===== src/rtl/hazard_ctrl_unit_pkg.sv =====
// Shared rv32i types for the pipeline: opcode encodings plus the hazard
// controller's state enum and the NOP destination register.
package rv32i_types;

  typedef enum logic [6:0] {
    OP_LUI   = 7'b0110111,
    OP_AUIPC = 7'b0010111,
    OP_JAL   = 7'b1101111,
    OP_JALR  = 7'b1100111,
    OP_BR    = 7'b1100011,
    OP_LOAD  = 7'b0000011,
    OP_STORE = 7'b0100011,
    OP_IMM   = 7'b0010011,
    OP_REG   = 7'b0110011,
    OP_CSR   = 7'b1110011
  } rv32i_opcode_t;

  typedef enum logic [1:0] {
    S_RUN     = 2'd0,
    S_FLUSH   = 2'd1,
    S_LDSTALL = 2'd2
  } hazard_state_t;

  localparam logic [4:0] NOP_RD = 5'd0;

endpackage


===== src/rtl/hazard_ctrl_unit_sat_counter.sv =====
// Saturating up-counter used for the hazard unit's performance counters.
module sat_counter #(
  parameter int CNT_W = 16
) (
  input  logic             clk,
  input  logic             rst_n,
  input  logic             inc,
  output logic [CNT_W-1:0] q
);

  // NOTE: sequential state uses non-blocking assignments so every flop samples
  // pre-edge values regardless of block evaluation order.
  always_ff @(posedge clk or negedge rst_n) begin
    if (!rst_n) begin
      q <= '0;
    end else if (inc && (q != {CNT_W{1'b1}})) begin
      q <= q + 1'b1;
    end
  end

endmodule


===== src/rtl/hazard_ctrl_unit.sv =====
// Hazard and redirect controller beside decode: EX mispredict redirects,
// ID/EX load-use stalls, and multi-cycle bubble/stall sequencing.
module hazard_ctrl_unit
  import rv32i_types::*;
#(
  parameter int XLEN            = 32,
  parameter int LOAD_USE_STALLS = 1,
  parameter int FLUSH_BUBBLES   = 1,
  parameter int CNT_W           = 16
) (
  input  logic            clk,
  input  logic            rst_n,
  input  logic            mem_ready,
  input  logic            id_valid,
  input  logic [XLEN-1:0] id_pc,
  input  logic [4:0]      id_rs1,
  input  logic [4:0]      id_rs2,
  input  logic            id_use_rs1,
  input  logic            id_use_rs2,
  input  logic            ex_valid,
  input  logic [6:0]      ex_opcode,
  input  logic [4:0]      ex_rd,
  input  logic            ex_br_en,
  input  logic [XLEN-1:0] ex_pc,
  input  logic [XLEN-1:0] ex_target,
  output logic            stall_fetch,
  output logic            id_bubble,
  output logic            flush_if,
  output logic            redirect_valid,
  output logic [XLEN-1:0] redirect_pc,
  output logic            busy,
  output logic [CNT_W-1:0] mispredict_cnt,
  output logic [CNT_W-1:0] loaduse_cnt
);

  localparam int MAX_CYC = (LOAD_USE_STALLS > FLUSH_BUBBLES) ? LOAD_USE_STALLS : FLUSH_BUBBLES;
  localparam int CW      = $clog2(MAX_CYC + 1);
  localparam logic [CW-1:0] FLUSH_LOAD = CW'(FLUSH_BUBBLES);
  localparam logic [CW-1:0] STALL_LOAD = CW'(LOAD_USE_STALLS - 1);
  localparam logic [CW-1:0] CNT_ONE    = CW'(1);

  hazard_state_t state_q, state_d;
  logic [CW-1:0] cnt_q, cnt_d;

  logic op_br, op_jal, op_jalr, op_load;
  logic taken, nt, mispred, loaduse;
  logic [XLEN-1:0] pc_plus4;
  logic inc_mis, inc_lu;

  assign op_br   = (ex_opcode == OP_BR);
  assign op_jal  = (ex_opcode == OP_JAL);
  assign op_jalr = (ex_opcode == OP_JALR);
  assign op_load = (ex_opcode == OP_LOAD);

  assign pc_plus4 = ex_pc + XLEN'(4);
  assign taken    = ex_valid & ((op_br & ex_br_en) | op_jal | op_jalr);
  assign nt       = ex_valid & op_br & ~ex_br_en;
  assign mispred  = id_valid & ((taken & (id_pc != ex_target)) | (nt & (id_pc != pc_plus4)));
  assign loaduse  = ex_valid & op_load & (ex_rd != NOP_RD) &
                    ((id_use_rs1 & (id_rs1 == ex_rd)) | (id_use_rs2 & (id_rs2 == ex_rd)));

  always_ff @(posedge clk or negedge rst_n) begin
    if (!rst_n) begin
      state_q <= S_RUN;
      cnt_q   <= '0;
    end else begin
      state_q <= state_d;
      cnt_q   <= cnt_d;
    end
  end

  // NOTE: every signal driven here gets a default first, so no path through
  // the branches leaves a value unassigned and no latch is inferred.
  always_comb begin
    state_d        = state_q;
    cnt_d          = cnt_q;
    stall_fetch    = 1'b0;
    id_bubble      = 1'b0;
    flush_if       = 1'b0;
    redirect_valid = 1'b0;
    redirect_pc    = '0;
    busy           = 1'b0;
    inc_mis        = 1'b0;
    inc_lu         = 1'b0;

    if (!rst_n) begin
      // outputs stay at their zero defaults while reset is asserted
    end else if (!mem_ready) begin
      // cache miss: only hold fetch; FSM and counters freeze
      stall_fetch = 1'b1;
    end else begin
      busy        = (state_q != S_RUN);
      redirect_pc = taken ? ex_target : pc_plus4;

      if (mispred) begin
        redirect_valid = 1'b1;
        flush_if       = 1'b1;
        id_bubble      = 1'b1;
        inc_mis        = 1'b1;
        if (FLUSH_BUBBLES > 0) begin
          state_d = S_FLUSH;
          cnt_d   = FLUSH_LOAD;
        end else begin
          state_d = S_RUN;
          cnt_d   = '0;
        end
      end else if (loaduse && (state_q != S_LDSTALL)) begin
        stall_fetch = 1'b1;
        id_bubble   = 1'b1;
        inc_lu      = 1'b1;
        if (LOAD_USE_STALLS > 1) begin
          state_d = S_LDSTALL;
          cnt_d   = STALL_LOAD;
        end else begin
          state_d = S_RUN;
          cnt_d   = '0;
        end
      end else begin
        unique case (state_q)
          S_FLUSH: begin
            id_bubble = 1'b1;
            if (cnt_q == CNT_ONE) begin
              state_d = S_RUN;
              cnt_d   = '0;
            end else begin
              cnt_d = cnt_q - CNT_ONE;
            end
          end
          S_LDSTALL: begin
            stall_fetch = 1'b1;
            id_bubble   = 1'b1;
            if (cnt_q == CNT_ONE) begin
              state_d = S_RUN;
              cnt_d   = '0;
            end else begin
              cnt_d = cnt_q - CNT_ONE;
            end
          end
          default: begin
            state_d = S_RUN;
          end
        endcase
      end
    end
  end

  sat_counter #(.CNT_W(CNT_W)) u_mispredict_cnt (
    .clk   (clk),
    .rst_n (rst_n),
    .inc   (inc_mis),
    .q     (mispredict_cnt)
  );

  sat_counter #(.CNT_W(CNT_W)) u_loaduse_cnt (
    .clk   (clk),
    .rst_n (rst_n),
    .inc   (inc_lu),
    .q     (loaduse_cnt)
  );

endmodule


===== config.mk =====
export PLATFORM = sky130hd
export DESIGN_NAME = hazard_ctrl_unit
export DESIGN_NICKNAME = d
export VERILOG_FILES = /design/src/rtl/hazard_ctrl_unit_pkg.sv /design/src/rtl/hazard_ctrl_unit_sat_counter.sv /design/src/rtl/hazard_ctrl_unit.sv
export SDC_FILE = /design/constraint.sdc
export NUM_CORES = 1
export LEC_CHECK = 0
export ABC_AREA = 1
export BUFFER_PORTS_ARGS = -buffer_cell sky130_fd_sc_hd__buf_2
export CORE_MARGIN = 2
export CORE_UTILIZATION = 48
export CTS_CLUSTER_DIAMETER = 30
export DETAILED_ROUTE_END_ITERATION = 7
export PLACE_DENSITY_LB_ADDON = 0.12
export SETUP_SLACK_MARGIN = 0.3
export SYNTH_ARGS = -nofsm -noshare
export SYNTH_HDL_FRONTEND = slang
export SYNTH_SLANG_ARGS = --single-unit

===== constraint.sdc =====
create_clock -name clk -period 2.8 [get_ports clk]
set_input_delay 0.28 -clock clk [delete_from_list [all_inputs] [get_ports clk]]
set_output_delay 0.28 -clock clk [all_outputs]
set_load 0.02 [all_outputs]

Yosys cells after proc, flatten, opt, wreduce, memory -nomap -nowiden

Index checks and enable logic that the tools add are counted.

Register bits: 35
Input bits: 126
Output and inout port bits: 69
Word-level logic and storage cells: 78

Add/sub/neg operators: 4
Eq/ne operators: 14
Mux-type cells: 30
Bitwise operators: 17
Reductions and logical operators: 9

Operator list:

| kind                    | number |
|---|---|
| $mux W32                | 3 |
| $ne A32 B32 Y1          | 2 |
| $add A16 B1 Y16 const B | 2 |
| $add A32 B3 Y32 const B | 1 |
| $ne A16 B16 Y1 const B  | 2 |
| $mux W1                 | 23 |
| $eq A7 B7 Y1 const B    | 3 |
| $and A1 B1 Y1           | 12 |
| $eq A5 B5 Y1            | 2 |
| $mux W2                 | 4 |
| $eq A7 B2 Y1 const B    | 1 |
| $reduce_and A3 Y1       | 2 |
| $reduce_bool A5 Y1      | 1 |
| $ne A4 B1 Y1 const B    | 1 |
| $or A1 B1 Y1            | 4 |
| $logic_and A1 B1 Y1     | 3 |
| $reduce_bool A3 Y1      | 1 |
| $eq A2 B1 Y1 const B    | 1 |
| $eq A2 B2 Y1 const B    | 1 |
| $ne A2 B2 Y1 const B    | 1 |
| $reduce_bool A2 Y1      | 1 |
| $reduce_or A2 Y1        | 1 |
| $not A1 Y1              | 1 |
| $sub A1 B1 Y1 const B   | 1 |

Depth between registers and ports, before layout

Word-level depth: 12
Mapped depth: 21

Modules after synthesis

Synthesis repeated with hierarchy kept, for this count alone.

Cell total of the unflattened synthesis: 880
Area, all modules: 5034.8 µm²

Modules (own cells, without submodules):

| module                          | times used | cells each | area an instance (µm²) | seq. area each (µm²) |
|---|---|---|---|---|
| hazard_ctrl_unit                | 1          | 581        | 2929.1                 | 50.0 |
| sat_counter at u_loaduse_cnt    | 1          | 149        | 1058.5                 | 400.4 |
| sat_counter at u_mispredict_cnt | 1          | 150        | 1047.3                 | 400.4 |

Worst setup path before layout

No wires, ideal clock.

Path type: input to output
Start point: input port ex_pc[2]
End point: output port redirect_valid
Data arrival time: 2.066 ns
Data required time: 2.520 ns
Path slack: 0.454 ns
Stages: 20
Path buffers: 2
Cell sequence: ha_1 > nand2_1 > nor2_2 > nand2_4 > inv_1 > nand2_1 > nand2_1 > nand2_1 > nand2_1 > nand2_1 > nor2_1 > nand3_1 > nor2_1 > nand3_1 > nand2_1 > nand2_2 > nand2_4 > nor2_8 > buf_12 > buf_4

Longest elaborated chain between the ends: 8

Ends and longest elaborated chain:

| element               | line                   | text |
|---|---|---|
| from (decl)           | hazard_ctrl_unit.sv:24 | `input logic [XLEN-1:0] ex_pc,` |
| $add A32 B3 Y32       | hazard_ctrl_unit.sv:55 | `assign pc_plus4 = ex_pc + XLEN'(4);` |
| $ne A32 B32 Y1        | hazard_ctrl_unit.sv:58 | `assign mispred = id_valid & ((taken & (id_pc != ex_target)) \| (nt & (id_pc != pc_plus4)));` |
| $and A1 B1 Y1         | hazard_ctrl_unit.sv:58 |  |
| $or A1 B1 Y1          | hazard_ctrl_unit.sv:58 |  |
| $and A1 B1 Y1         | hazard_ctrl_unit.sv:58 |  |
| $mux W1 (3 in series) | --                     |  |
| to (decl)             | hazard_ctrl_unit.sv:29 | `output logic redirect_valid,` |

Every way passes these cells.

Worst setup path in the final report

Start point: input port ex_pc[4]
End point: output port redirect_valid

Longest elaborated chain between the ends: 8

Ends and longest elaborated chain:

| element         | line                   | text |
|---|---|---|
| $add A32 B3 Y32 | hazard_ctrl_unit.sv:55 |  |
| $ne A32 B32 Y1  | hazard_ctrl_unit.sv:58 |  |
| $and A1 B1 Y1   | hazard_ctrl_unit.sv:58 |  |
| $or A1 B1 Y1    | hazard_ctrl_unit.sv:58 |  |
| $and A1 B1 Y1   | hazard_ctrl_unit.sv:58 |  |
| $mux W1         | hazard_ctrl_unit.sv:95 | `if (mispred) begin` |
| $mux W1         | hazard_ctrl_unit.sv:88 | `end else if (!mem_ready) begin` |
| $mux W1         | hazard_ctrl_unit.sv:86 | `if (!rst_n) begin` |

Every way passes these cells.

==> flow_summary.toml <==
[setup_path]
arrival_ns = 2.21
cp.required_ns = 2.52
critPathSlowestCell = "nor2_4"
path_cells = "buf_6, nand2_2, nor2_4, buf_6, nand2_4, nor2_4, nand2_1, nand3_1, nand2_1, nor2_1, nand3_1, nor2_1, nand3_1, nand2_1, nand2_2, nand2_4, buf_12, nor2_8, buf_6"
timing.rr.end = "u_loaduse_cnt.q[15]$_DFFE_PN0P_"
cp-start-kind = "primary input"
reg2reg_from = "u_loaduse_cnt.q[0]$_DFFE_PN0P_"
crit_path_end = "redirect_valid"
reg2reg_depth = 13
path_class = "primary input to output pin"
crit_path_start = "ex_pc[4]"
rrSetupSlack_ns = 0.61
critPathMaxStageDelay_ns = 0.17
end_kind = "output pin"
critPathMaxFanout = 5

[global_routing]
grt-ovfl-total = 0
grt_pass1_wl_mm = 24.5
grt_max_degree = 58
first_global_vias = 5065
busiest_layer = "met2"
antenna_found_initial = 0
use_met3_pct = 5.02
met2_usage_pct = 47.5
track_usage_pct = 29.6
global_route.usage.met1_pct = 42.4

[drt]
firstDrtPassIters = 7
drt-initial-drc-count = 259
ant_nets = 0
num_vias = 5804
vias_per_cell = 5.22
wl_per_cell_um = 14.2
wl_mm = 15.8
route.detailed.drc = 0

[pwr]
p_leak_nw = 3.54
ir_drop_mv = 0.142
power.share.combinational_pct = 39.7
internal_power_mw = 0.905
clockPowerShare_pct = 24.8
sw_frac_of_total_pct = 36.4
power.density_mw_per_mm2 = 222
pwr-share-seq_pct = 35.5
p_switching_mw = 0.518

[synth]
netlist_top_cells_count = "nand2_1, inv_1, nand3_1"
synth_area_mm2 = 0.00467
syn-num-nets = 899
synth_area_per_cell_um2 = 6.06
synthArstFlopShare_pct = 100
synth-seq-area-share_pct = 18.2
synth_edf_count = 0
synthCells = 770
ys_ff_latch = 34
synth.distinct_cells = 40
synth.area.top_cells = "nand2_1, dfrtp_1, nand3_1"
yosysTopAreaCell = "nand2_1"
yosysMostFrequentCell = "nand2_1"
synth_ff_type = "dfrtp_1"
synth_top_area_share_pct = 19.1
yosysWarnings = 0

[place]
hpwl_mm = 12.8
dpl_cell_area_mm2 = 0.00580
place_inst = 1091
portBuffers = 194
place.gp.congestion = 0.972

[floorplanning]
rows = 35
core-area_mm2 = 0.00933
io_pins = 195
die_area_mm2 = 0.0105
start_util_pct = 50.1
dieHeight_um = 103
die_x_um = 103

[outcome]
status = "finished, final reports clean"

[sta]
finalMaxSlewViolations = 0
relSlewSlack_pct = 44.9
fmaxAchievable_mhz = 402
holdWs_ns = 0.0807
rsz0062_at_grt = "yes"
setup-tns-final_ns = 0
worstMarginPinSlew_ns = 0.826
hold_violations = 0
skew_ns = 0.00794
setup_violations = 0
fin_crit_sh_pct = 88.8
fin_crit_ns = 2.49

[clock_network]
cts.sinks = 34
clk_pin_slew_ns = 0.07
clockBufferDepth = 2
clk_latency_ns = 0.29
cts_hold_buf = 0
cts_made_buffers = 5
root_buffer = "clkbuf_8"
cts_tree = "yes"
cts-htree-levels = 2

[cells_and_area]
seq_area_um2 = 851
drive_above_1_share_pct = 34.1
synthToLayoutAreaGrowth_pct = 37.0
fin_area_mm2 = 0.00640
final_util_pct = 68.6
n_antenna_cell = 0
fillers = 889
fin_cells = 1112
final_nets = 1112
multi_input_area_mm2 = 0.00364

[worst_hold_path]
hp-class = "primary input to asynchronous set/reset pin"

[flow_run]
drv_cap = 0
==> final cells by class <==
cell class                 instances  share of cell area (%)
inverter                         103                    6.08
sequential                        34                    13.3
timing repair buffer             219                    19.9
multi-input combinational        620                    57.0
clock buffer                       5                    1.08
tap                              129                    2.52
clock inverter                     2                   0.156
==> timing repair <==
item                       in CTS  in global routing
pin swaps                      19                 27
hold endpoints to repair        0                  0
setup buffers                  10                  4
setup endpoints to repair       3                 23
gates resized for setup        50                 66
==> worst min-delay path by stage <==
| stage | startpoint | end | slack [ns] | cells past startpoint |
|---|---|---|---|---|
| after global placement | rst_n | u_mispredict_cnt.q[12]$_DFFE_PN0P_ | 0.40 | 2 |
| after global routing | rst_n | u_mispredict_cnt.q[12]$_DFFE_PN0P_ | 0.11 | 2 |
| after CTS | rst_n | u_mispredict_cnt.q[14]$_DFFE_PN0P_ | 0.08 | 2 |
| final | rst_n | u_mispredict_cnt.q[14]$_DFFE_PN0P_ | 0.08 | 2 |
| after detailed placement | rst_n | u_mispredict_cnt.q[14]$_DFFE_PN0P_ | 0.40 | 2 |
| after floorplan | rst_n | cnt_q$_DFFE_PN0P_ | -0.02 | 0 |
==> worst max-delay path, delay by kind of cell <==
| kind | cells | cell delay, ns |
|---|---|---|
| buffers and inverters | 4 | 0.49 |
| AND/OR/NAND/NOR | 15 | 1.44 |
==> stage by stage <==
| stage | power [mW] | setup WS (ns) |
|---|---|---|
| 2_1_floorplan | 0.785 | 0.454 |
| 3_3_place_gp | 1.01 | 0.0934 |
| 3_5_place_dp | 1.01 | 0.0471 |
| 4_1_cts | 1.40 | 0.298 |
| 5_1_grt | 1.50 | 0.167 |
| 6_report | 1.42 | 0.314 |
==> power groups by stage <==
stage                     clock [mW]  combinational (mW)  sequential (mW)
after floorplan                    0               0.269            0.515
after global placement             0               0.498            0.516
after detailed placement           0               0.500            0.514
after CTS                      0.360               0.530            0.505
after global routing           0.384               0.614            0.506
final                          0.353               0.565            0.505
==> state kept, by name (all words and copies together), names as in the netlist <==
signal,cells
cnt_q,1
state_q,1
u_loaduse_cnt.q,16
u_mispredict_cnt.q,16
==> logic make-up (layout without fill, tap and decap cells) <==
| logic type | count (synthesis) | after routing | share of synthesized area (%) |
|---|---|---|---|
| simple gates | 477 | 477 | 47.4 |
| buf+inv | 116 | 329 | 9.99 |
| xor+xnor | 73 | 73 | 15.0 |
| compound gates | 67 | 67 | 8.66 |
| flops | 34 | 34 | 18.2 |
| fa+ha+maj | 3 | 3 | 0.804 |
==> cells in the final DEF, fill, tap and decap left out, types with 16 or more instances in the layout <==
| cell type | count |
|---|---|
| nor2_4 | 16 |
| dfrtp_1 | 34 |
| xnor2_1 | 38 |
| nand2_1 | 208 |
| nand3_1 | 77 |
| o21ai_0 | 22 |
| buf_2 | 180 |
| xor2_1 | 31 |
| nand2_2 | 31 |
| a21oi_1 | 16 |
| nor2_1 | 50 |
| buf_4 | 24 |
| nor2_2 | 18 |
| inv_1 | 101 |
==> metal layers <==
layer / up-vias / routed length (um)
met5: - / 0
li1: 2901 / -
met4: 0 / 240
met1: 2616 / 7280
met3: 23 / 1260
met2: 264 / 7060
Power figures use the tool's default switching activity.
